`config.mk`:
```
export PLATFORM = sky130hd
export DESIGN_NAME = alu_mul_sequencer
export DESIGN_NICKNAME = d
export VERILOG_FILES = /design/src/rtl/alu_mul_sequencer.sv
export SDC_FILE = /design/constraint.sdc
export NUM_CORES = 1
export LEC_CHECK = 0
export CORE_MARGIN = 4
export CORE_UTILIZATION = 47
export DETAILED_ROUTE_END_ITERATION = 12
export GPL_TIMING_DRIVEN = 0
export PLACE_DENSITY_LB_ADDON = 0.1
export SETUP_SLACK_MARGIN = 0.2
export SYNTH_ARGS = -nofsm -noshare
export SYNTH_HDL_FRONTEND = slang
export SYNTH_SLANG_ARGS = --single-unit
```
`constraint.sdc`:
```
create_clock -name clk_i -period 2.1 [get_ports clk_i]
set_input_delay 0.42 -clock clk_i [delete_from_list [all_inputs] [get_ports clk_i]]
set_output_delay 0.42 -clock clk_i [all_outputs]
set_load 0.01 [all_outputs]
```
`src/rtl/alu_mul_sequencer.sv`:
```
// Purpose: multi-cycle unsigned multiply (MULTU) that borrows the shared ALU for one ADD per
//          iteration of a shift-add loop, producing a 2*WIDTH-bit product.
// Ports:   clk_i/rst_ni (async active-low); start_i/op_a_i/op_b_i request a multiply;
//          ready_o/busy_o/done_o report state; prod_hi_o/prod_lo_o hold the last product;
//          alu_req_o/alu_a_o/alu_b_o/alu_signal_o drive the borrowed ALU, alu_result_i returns its sum.
module alu_mul_sequencer #(
  parameter int          WIDTH    = 32,
  parameter int          CNT_W    = 6,
  parameter logic [5:0]  ADD_CODE = 6'b100000
) (
  input  logic             clk_i,
  input  logic             rst_ni,
  input  logic             start_i,
  input  logic [WIDTH-1:0] op_a_i,
  input  logic [WIDTH-1:0] op_b_i,
  output logic             ready_o,
  output logic             busy_o,
  output logic             done_o,
  output logic [WIDTH-1:0] prod_hi_o,
  output logic [WIDTH-1:0] prod_lo_o,
  output logic             alu_req_o,
  output logic [WIDTH-1:0] alu_a_o,
  output logic [WIDTH-1:0] alu_b_o,
  output logic [5:0]       alu_signal_o,
  input  logic [WIDTH-1:0] alu_result_i
);

  typedef enum logic [1:0] {
    IDLE = 2'd0,
    RUN  = 2'd1,
    DONE = 2'd2
  } state_t;

  localparam logic [CNT_W-1:0] LAST_ITER = CNT_W'(WIDTH - 1);

  state_t           state_q, state_d;
  logic [WIDTH-1:0] hi_q, hi_d;
  logic [WIDTH-1:0] lo_q, lo_d;
  logic [WIDTH-1:0] mcand_q, mcand_d;
  logic [CNT_W-1:0] cnt_q, cnt_d;
  logic [WIDTH-1:0] prod_hi_q, prod_hi_d;
  logic [WIDTH-1:0] prod_lo_q, prod_lo_d;
  logic             carry;

  always_ff @(posedge clk_i or negedge rst_ni) begin
    if (!rst_ni) begin
      state_q   <= IDLE;
      hi_q      <= '0;
      lo_q      <= '0;
      mcand_q   <= '0;
      cnt_q     <= '0;
      prod_hi_q <= '0;
      prod_lo_q <= '0;
    end else begin
      state_q   <= state_d;
      hi_q      <= hi_d;
      lo_q      <= lo_d;
      mcand_q   <= mcand_d;
      cnt_q     <= cnt_d;
      prod_hi_q <= prod_hi_d;
      prod_lo_q <= prod_lo_d;
    end
  end

  always_comb begin
    state_d   = state_q;
    hi_d      = hi_q;
    lo_d      = lo_q;
    mcand_d   = mcand_q;
    cnt_d     = cnt_q;
    prod_hi_d = prod_hi_q;
    prod_lo_d = prod_lo_q;
    carry     = 1'b0;

    case (state_q)
      IDLE: begin
        if (start_i) begin
          state_d = RUN;
          hi_d    = '0;
          lo_d    = op_b_i;
          mcand_d = op_a_i;
          cnt_d   = '0;
        end
      end
      RUN: begin
        // The ALU only returns WIDTH bits; a wrapped sum is smaller than the addend hi,
        // which recovers the carry-out without a wider adder.
        carry = (alu_result_i < hi_q);
        // {hi, lo} <= {carry, sum, lo} >> 1: the sum's LSB falls into the top of lo.
        hi_d  = {carry, alu_result_i[WIDTH-1:1]};
        lo_d  = {alu_result_i[0], lo_q[WIDTH-1:1]};
        cnt_d = cnt_q + CNT_W'(1);
        if (cnt_q == LAST_ITER) begin
          state_d   = DONE;
          prod_hi_d = hi_d;
          prod_lo_d = lo_d;
        end
      end
      DONE: begin
        state_d = IDLE;
      end
      default: begin
        state_d = IDLE;
      end
    endcase
  end

  assign ready_o      = (state_q == IDLE);
  assign busy_o       = (state_q == RUN);
  assign done_o       = (state_q == DONE);
  assign alu_req_o    = (state_q == RUN);
  assign alu_signal_o = (state_q == RUN) ? ADD_CODE : 6'b000000;
  assign alu_a_o      = hi_q;
  // The multiplier bit under test is always lo[0]; lo shifts right every iteration.
  assign alu_b_o      = lo_q[0] ? mcand_q : '0;
  assign prod_hi_o    = prod_hi_q;
  assign prod_lo_o    = prod_lo_q;

endmodule

```
# ---- Word level (Yosys, flattened, before mapping)
# Index checks and enable logic that the tools add are counted.
dict set report op_classes {
  muxes 11
  magnitude_cmp 1
  n_eq_ne 5
  addsub 1
  n_reduce_logical 6
}
# operator n
set ops {}
lappend ops {{32-bit case mux with 2 select lines} 2}
lappend ops {{32-bit 2-to-1 mux} 3}
lappend ops {{32-bit less-than comparator} 1}
lappend ops {{6-bit 2-to-1 mux} 2}
lappend ops {{6-bit case mux with 2 select lines} 1}
lappend ops {{2-bit AND reduction} 4}
lappend ops {{6-bit by 1-bit adder with 6-bit output, second input constant} 1}
lappend ops {{6-bit by 5-bit equality test with 1-bit output, second input constant} 1}
lappend ops {{2-bit 2-to-1 mux} 2}
lappend ops {{2-bit case mux with 2 select lines} 1}
lappend ops {{2-bit by 1-bit equality test with 1-bit output, second input constant} 1}
lappend ops {{2-bit equality test, second input constant} 1}
lappend ops {{2-bit zero test} 1}
lappend ops {{2-bit by 1-bit inequality test with 1-bit output, second input constant} 1}
lappend ops {{2-bit inequality test, second input constant} 1}
lappend ops {{2-bit nonzero test} 1}
dict set report word_totals {
  input_bits 99
  out_inout_bits 138
  ff_bits 168
  wordCells 31
}

# ---- Longest topological paths before layout
# Gate-level depths: netlist of run 1.
dict set report logic_depth {
  depth_word 3
  mapped_depth 7
  mapped_depth_nobuf 7
}

# ---- Worst setup path after synthesis of run 1
# Ideal clock, no wire load.
dict set report synth_timing {
  kind {flip-flop to flip-flop}
  startpoint {register hi_q[14], in the netlist alu_a_o[14]}
  endpoint {register hi_q[31], in the netlist alu_a_o[31]}
  synth_period_minus_slack_ns 1.877
  setup_ns 0.130
  path_stages_with_launch 8
  arrival_time_ns 1.747
  path_buffers 0
  t_required_ns 1.970
  path_slack_ns 0.223
  path_cell_list {dfrtp_1 -> inv_1 -> ha_1 -> and4_1 -> nand2_1 -> or4_1 -> a31oi_1 -> o21ai_0}
}
dict set report synth_between {
  elab_chain_len 2
}
# item line_no
set synth_rtl {}
lappend synth_rtl {{from (decl)} 37} ;# logic [WIDTH-1:0] hi_q, hi_d;
lappend synth_rtl {{from (signal assigned)} 56} ;# hi_q <= hi_d;
lappend synth_rtl {{32-bit less-than comparator} 88} ;# carry = (alu_result_i < hi_q);
lappend synth_rtl {{32-bit case mux with 2 select lines} 75} ;# case (state_q)
# No other way between the ends.
# A chain may end at the register's enable or synchronous reset.

# ---- Worst setup path after layout of run 1
dict set report layout_timing {
  startpoint {register state_q[1]}
  endpoint {output alu_signal_o[5]}
}
dict set report layout_between {
  elab_chain_len 2
}
# item line_no
set layout_rtl {}
lappend layout_rtl {{from (decl)} 36} ;# state_t state_q, state_d;
lappend layout_rtl {{from (signal assigned)} 55} ;# state_q <= state_d;
lappend layout_rtl {{2-bit by 1-bit equality test with 1-bit output} 112} ;# assign alu_signal_o = (state_q == RUN) ? ADD_CODE : 6'b000000;
lappend layout_rtl {{6-bit 2-to-1 mux} 112}
lappend layout_rtl {{to (decl)} 24} ;# output logic [5:0] alu_signal_o,
# No other way between the ends.

==> results of run 1 <==
## cell families (layout without fill, tap and decap cells)
family / after synthesis / after routing
simple gates: 268 / 268
flops: 168 / 168
compound gates: 101 / 101
buf+inv: 80 / 369
mux: 63 / 63
fa+ha+maj: 32 / 32
other cells: 1 / 5
xor+xnor: 1 / 1
## registers in the layout, summed over array words and instances (netlist names)
signal	flops
alu_a_o	32
cnt_q	6
lo_q	32
mcand_q	32
prod_hi_o	32
prod_lo_o	32
state_q	2
## layer usage
metal | track usage (%) | vias to the layer above
met1 | 29.4 | 3058
met3 | 6.41 | 39
li1 | - | 2953
met2 | 34.4 | 202
met5 | 0 | -
met4 | 7.81 | 0
## power groups by stage
| stage | logic, mW | clock network (mW) | registers (mW) |
|---|---|---|---|
| floorplan | 1.41 | 0 | 4.38 |
| global placement | 2.79 | 0 | 4.39 |
| detailed placement | 2.86 | 0 | 4.40 |
| CTS | 2.89 | 3.32 | 4.35 |
| global route | 3.48 | 3.42 | 4.49 |
| finish | 3.14 | 3.25 | 4.40 |
## critical path: stages, from the launching register on
cell and delay (ps):
sky130_fd_sc_hd__dfrtp_1 390, sky130_fd_sc_hd__nand2b_4 140, sky130_fd_sc_hd__buf_6 120, sky130_fd_sc_hd__inv_4 50, sky130_fd_sc_hd__clkbuf_16 120, sky130_fd_sc_hd__buf_12 110, sky130_fd_sc_hd__buf_6 90, sky130_fd_sc_hd__buf_6 90
## cells in the mapped netlist, types with 2 or more instances
cell type	number
sky130_fd_sc_hd__a21o_1	3
sky130_fd_sc_hd__a21oi_1	11
sky130_fd_sc_hd__a31oi_1	2
sky130_fd_sc_hd__and2_1	33
sky130_fd_sc_hd__and4_1	2
sky130_fd_sc_hd__buf_1	6
sky130_fd_sc_hd__buf_2	10
sky130_fd_sc_hd__buf_4	8
sky130_fd_sc_hd__buf_6	4
sky130_fd_sc_hd__clkbuf_1	19
sky130_fd_sc_hd__dfrtp_1	168
sky130_fd_sc_hd__ha_1	32
sky130_fd_sc_hd__inv_1	33
sky130_fd_sc_hd__mux2_1	40
sky130_fd_sc_hd__mux2_2	23
sky130_fd_sc_hd__nand2_1	145
sky130_fd_sc_hd__nand2b_1	3
sky130_fd_sc_hd__nand3_1	7
sky130_fd_sc_hd__nand4_1	5
sky130_fd_sc_hd__nor2_1	66
sky130_fd_sc_hd__o211ai_1	4
sky130_fd_sc_hd__o21ai_0	12
sky130_fd_sc_hd__o22ai_1	32
sky130_fd_sc_hd__o31ai_1	31
sky130_fd_sc_hd__or4_1	2
## metrics by stage
step           setup WS [ps]  hold WS (ps)
3_3_place_gp           -6490           450
6_report                 146           286
2_1_floorplan            223           124
3_5_place_dp            -699           389
4_1_cts                  109           385
5_1_grt                 82.1           331
## final cells by class
cell class	count	area (um2)	area share, %
tap	211	264	2.29
clock buffer	19	443	3.84
inverter	33	126	1.10
timing repair buffer	257	2590	22.5
sequential	168	4210	36.5
buffer	47	437	3.79
multi-input combinational	470	3300	28.6
clock inverter	13	168	1.45
## final timing paths
check / start / to / depth (start not counted)
min: alu_result_i[6] / alu_a_o[5]$_DFFE_PN0P_ / 3
min in group asynchronous: rst_ni / prod_hi_o[22]$_DFFE_PN0P_ / 2
min reg2reg: mcand_q[29]$_DFFE_PN0P_ / mcand_q[29]$_DFFE_PN0P_ / 2
max: state_q[1]$_DFFE_PN0P_ / alu_signal_o[5] / 7
max reg2reg: state_q[1]$_DFFE_PN0P_ / prod_hi_o[2]$_DFFE_PN0P_ / 8
max in group asynchronous: rst_ni / prod_lo_o[30]$_DFFE_PN0P_ / 3
## what timing repair did
action | 4_1_cts | 5_1_grt
hold endpoints to repair | 60 | 0
endpoints found under the setup margin | 102 | 157
buffers inserted | 12 | 5
pin swaps | 4 | 1
gates resized for setup | 147 | 138
cloned | 0 | 7
hold buffers | 1 | 0
==> flow_metrics.env, run 1 <==
export IMPL_seqPwrFrac_pct=40.8
export IMPL_initial_antenna_violation_count=0
export IMPL_clock_power_share_pct=30.1
export IMPL_achievable_frequency_mhz=512
export IMPL_io_pins=237
export IMPL_combinational_family_with_the_most_area_after_synthesis="simple AND/OR/NAND/NOR gates"
export IMPL_clock_skew_ps=9.30
export IMPL_switching_power_mw=3.27
export IMPL_design_final_nets=1125
export IMPL_most_common_layout_cells="sky130_fd_sc_hd__clkdlybuf4s50_1, sky130_fd_sc_hd__dfrtp_1, sky130_fd_sc_hd__nand2_1"
export IMPL_drv_max_cap_violation_count=0
export IMPL_antenna_cell_count=0
export IMPL_numPlacedInstances=1161
export IMPL_dr_pass1_iters=4
export IMPL_cts_clk_slew_worst_paths_ps=60
export IMPL_drc=0
export IMPL_synth_simple_gate_area_share_pct=15.5
export IMPL_largest_net_degree_at_the_start_of_global_routing=109
export IMPL_ys_top_cells_by_area="sky130_fd_sc_hd__dfrtp_1, sky130_fd_sc_hd__nand2_1, sky130_fd_sc_hd__mux2_1"
export IMPL_tritoncts_buffers=17
export IMPL_clk_latency_ps=430
export IMPL_slew_limit_headroom_pct=59.5
export IMPL_netlist_area_leader_share_pct=55.9
export IMPL_synth_adder_area_share_pct=5.32
export IMPL_gp_congestion=0.781
export IMPL_synthDistinctLibCells=38
export IMPL_layout_core_utilization_pct=74.8
export IMPL_ys_flop_type="sky130_fd_sc_hd__dfrtp_1"
export IMPL_syn_area_per_cell_um2=10.5
export IMPL_fp_dieW_um=135
export IMPL_vdd_drop_max_mv=0.680
export IMPL_drtIter0Drc=356
export IMPL_synthesis_warnings=0
export IMPL_synth_compound_gate_area_share_pct=8.80
export IMPL_vias=6252
export IMPL_postSynth_asyncResetShare_pct=100
export IMPL_p_sw_share_pct=30.3
export IMPL_worst_ep_arrival_time_ps=1530
export IMPL_synth_edff_count=0
export IMPL_drive_above_1_share_pct=20.0
export IMPL_critical_path_required_ps=1680
export IMPL_total_of_fill_cells_in_the_finished_design=1102
export IMPL_wl_met2_mm=9.93
export IMPL_post_synthesis_sequential_area_ratio_pct=55.9
export IMPL_port_buffers=231
export IMPL_holdCritPathClass="in2reg"
export IMPL_synth_xor_area_share_pct=0.116
export IMPL_grt_pass1_vias=6085
export IMPL_synthDominantAreaCellType="sky130_fd_sc_hd__dfrtp_1"
export IMPL_final_common_cell="sky130_fd_sc_hd__clkdlybuf4s50_1"
export IMPL_drt_met1_wl_mm=9.37
export IMPL_final_setup_tns_ps=0
export IMPL_min_period_over_period_pct=93.1
export IMPL_static_leakage_power_nw=5.34
export IMPL_start_kind="register"
export IMPL_clock_tree_from_tritoncts="built"
export IMPL_design_die_area_um2=18100
export IMPL_detail_route_wl_per_cell_um=17.4
export IMPL_grt_ovf=0
export IMPL_rsz0062_at_grt="yes"
export IMPL_report_final_slew_viol_count=0
export IMPL_synth_area_mux_share_pct=9.43
export IMPL_ant_nets=0
export IMPL_area_overhead_of_the_layout_relative_to_synthesis_pct=53.3
export IMPL_design_area_um2=11500
export IMPL_endpoint_kind="output port"
export IMPL_ff2ff_setup_slack_ps=200
export IMPL_dr_wl_met3_mm=1.42
export IMPL_dp_hpwl_mm=14.0
export IMPL_worstSetupPathType="reg2out"
export IMPL_clock_sink_count=168
export IMPL_cts_htree_levels=4
export IMPL_dpl_cell_area_um2=10100
export IMPL_stdcell_count=1218
export IMPL_status="completed"
export IMPL_power_per_cell_area_nw_per_um2=936
export IMPL_ys_ff_latch=168
export IMPL_root_buffer="sky130_fd_sc_hd__clkbuf_16"
export IMPL_initial_core_util_pct=48.8
export IMPL_timing_worst_slew_pin_value_ps=608
export IMPL_internal_power_mw=7.53
export IMPL_die_boundary_height_um=135
export IMPL_routed_top_layer="met4"
export IMPL_crit_path_max_fanout=5
export IMPL_setup_viol_count_final=0
export IMPL_cts_path_max_buffers=2
export IMPL_hold_viol_final=0
export IMPL_grt_first_pass_wirelength_mm=31.7
export IMPL_report_power_total_mw=10.8
export IMPL_syn_inst=714
export IMPL_timing_final_crit_period_ps=1950
export IMPL_share_comb_of_total_power_pct=29.1
export IMPL_core_area_um2=15400
export IMPL_row_count=45
export IMPL_via_per_inst=5.13
export IMPL_wl_mm=21.2
export IMPL_global_route_usage_total_pct=22.0
export IMPL_post_syn_area_um2=7520
No activity file was read; power rests on OpenSTA's default activity.
==> run 2, diff against run 1 <==
CORE_MARGIN = 2   (was 4)
==> run 2 against run 1 <==
Effect of this change: clock skew rose by 7.5 ps; combinational power barely moved; first-iteration DRC count fell by 13%; worst hold slack improved by 8.7 ps; power barely moved; sequential share of layout area rose by 0.41 points; largest cell class unchanged; via count fell by 0.80%; sequential power barely moved; utilization fell by 2.4 points; highest routed layer unchanged; setup slack improved by 2.0 ps; die area fell by 5.9%; non-clock buffer count rose by 7.
==> flow_metrics.env, run 2 (synthesized netlist as in run 1, its figures left out) <==
export IMPL_tritoncts_buffers=17
export IMPL_total_of_fill_cells_in_the_finished_design=1233
export IMPL_detailedPlace_worstSlack_ps=-653
export IMPL_dr_pass1_iters=4
export IMPL_fp_dieW_um=131
export IMPL_crit_path_max_fanout=5
export IMPL_timing_hold_worst_start="alu_result_i[9]"
export IMPL_timing_final_crit_period_ps=1950
export IMPL_initial_core_util_pct=47.7
export IMPL_holdPathStages=3
export IMPL_ant_nets=0
export IMPL_drc=0
export IMPL_io_pins=237
export IMPL_report_final_slew_viol_count=0
export IMPL_clock_tree_from_tritoncts="built"
export IMPL_ff2ff_setup_slack_ps=170
export IMPL_core_area_um2=15800
export IMPL_worst_ep_arrival_time_ps=1530
export IMPL_clock_skew_ps=16.8
export IMPL_slew_limit_headroom_pct=61.0
export IMPL_grt_first_pass_wirelength_mm=30.2
export IMPL_report_power_total_mw=10.8
export IMPL_dp_hpwl_mm=13.4
export IMPL_cts_htree_levels=4
export IMPL_power_per_cell_area_nw_per_um2=946
export IMPL_static_leakage_power_nw=5.21
export IMPL_grt_pass1_vias=5965
export IMPL_worst_r2r_startpoint="cnt_q[0]$_DFFE_PN0P_"
export IMPL_worstSetupPathType="reg2out"
export IMPL_setup_viol_count_final=0
export IMPL_initial_antenna_violation_count=0
export IMPL_seqCellArea_um2=4210
export IMPL_hold_viol_final=0
export IMPL_root_buffer="sky130_fd_sc_hd__clkbuf_16"
export IMPL_global_route_usage_total_pct=22.7
export IMPL_start_kind="register"
export IMPL_area_overhead_of_the_layout_relative_to_synthesis_pct=51.5
export IMPL_drtIter0Drc=310
export IMPL_clock_sink_count=168
export IMPL_drv_max_cap_violation_count=0
export IMPL_vdd_drop_max_mv=0.564
export IMPL_cts_clk_slew_worst_paths_ps=60
export IMPL_clk_latency_ps=430
export IMPL_largest_net_degree_at_the_start_of_global_routing=113
export IMPL_gp_congestion=0.820
export IMPL_vias=6202
export IMPL_stdcell_count=1230
export IMPL_timing_rr_end="prod_lo_o[29]$_DFFE_PN0P_"
export IMPL_most_common_layout_cells="sky130_fd_sc_hd__clkdlybuf4s50_1, sky130_fd_sc_hd__dfrtp_1, sky130_fd_sc_hd__nand2_1"
export IMPL_wl_mm=19.9
export IMPL_via_per_inst=5.04
export IMPL_port_buffers=231
export IMPL_endpoint_kind="output port"
export IMPL_fin_hold_ws_ps=295
export IMPL_multi_input_area_um2=3160
export IMPL_hold_path_end="alu_a_o[8]$_DFFE_PN0P_"
export IMPL_holdCritPathClass="in2reg"
export IMPL_min_period_over_period_pct=93.0
export IMPL_timing_worst_slew_pin_value_ps=585
export IMPL_design_final_nets=1132
export IMPL_antenna_cell_count=0
export IMPL_design_area_um2=11400
export IMPL_ff2ff_path_depth=7
export IMPL_numPlacedInstances=1166
export IMPL_cts_path_max_buffers=2
export IMPL_critical_path_required_ps=1680
export IMPL_final_common_cell="sky130_fd_sc_hd__clkdlybuf4s50_1"
export IMPL_detail_route_wl_per_cell_um=16.2
export IMPL_die_boundary_height_um=131
export IMPL_row_count=46
export IMPL_rsz0062_at_grt="yes"
export IMPL_achievable_frequency_mhz=512
export IMPL_dpl_cell_area_um2=10200
export IMPL_setup_slack_ps=148
export IMPL_design_die_area_um2=17000
export IMPL_status="completed"
export IMPL_grt_ovf=0
export IMPL_drive_above_1_share_pct=17.7
run 2: cell count changes in the layout (fill, tap and decap cells not counted), sizes merged:
cell / before / now
clkinvlp: 5 / 3
clkinv: 1 / 5
clkdlybuf4s15: 12 / 13
clkbuf: 40 / 60
clkdlybuf4s50: 185 / 184
dlygate4sd2: 13 / 12
inv: 37 / 35
buf: 71 / 58
dlymetal6s2s: 1 / 2
run 2: cell type report:
type | instances | area share, %
Buffer | 47 | 3.58
Inverter | 33 | 1.11
Multi-Input combinational cell | 470 | 27.7
Tap cell | 216 | 2.37
Sequential cell | 168 | 36.9
Clock inverter | 13 | 1.49
Clock buffer | 19 | 3.97
Timing Repair Buffer | 264 | 22.9
run 2: per-layer routing:
metal / share of wire [%] / global-route usage (%)
met4: 1.9 / 8.07
met5: 0 / 0
met2: 47 / 35.7
met3: 7.0 / 6.96
met1: 44 / 30.0
run 2: timing repair:
action	4_1_cts	5_1_grt
hold endpoints to repair	56	0
pin swaps	5	2
gates cloned	0	7
hold buffers	1	0
endpoints found under the setup margin	117	144
setup buffers	14	10
gates resized for setup	95	115
run 2: critical path: stages (launching register included):
cell                        delay (ps)
sky130_fd_sc_hd__dfrtp_1           420
sky130_fd_sc_hd__nand2b_4           90
sky130_fd_sc_hd__buf_6             100
sky130_fd_sc_hd__inv_4              30
sky130_fd_sc_hd__clkbuf_16         130
sky130_fd_sc_hd__buf_8             130
sky130_fd_sc_hd__buf_6             110
sky130_fd_sc_hd__buf_6             110
run 2: how the worst max path moves through the flow:
stage / start / endpoint / slack (ps)
floorplan: alu_a_o[14]$_DFFE_PN0P_ / alu_a_o[31]$_DFFE_PN0P_ / 220
global placement: rst_ni / prod_lo_o[12]$_DFFE_PN0P_ / -6490
detailed placement: state_q[1]$_DFFE_PN0P_ / alu_signal_o[5] / -650
CTS: state_q[0]$_DFFE_PN0P_ / alu_signal_o[5] / 90
global route: state_q[0]$_DFFE_PN0P_ / alu_signal_o[5] / 90
finish: state_q[0]$_DFFE_PN0P_ / busy_o / 150
run 2: stage by stage:
step	TNS (ps)	utilization, %
after floorplan	0	-
after global placement	-1100610	64.2
after detailed placement	-17770	64.4
after CTS	0	69.7
after global routing	0	72.3
final	0	72.3
run 2: where the power goes:
part	total (mW)	internal [mW]	switching [mW]
clock	3.27	1.95	1.32
combinational	3.13	1.70	1.44
sequential	4.39	3.92	0.473
==> run 3, diff against run 2 <==
HOLD_SLACK_MARGIN = 0.15   (was default)
==> results of run 3 <==
No change in the layout: final DEF, timing and power equal those of run 2.
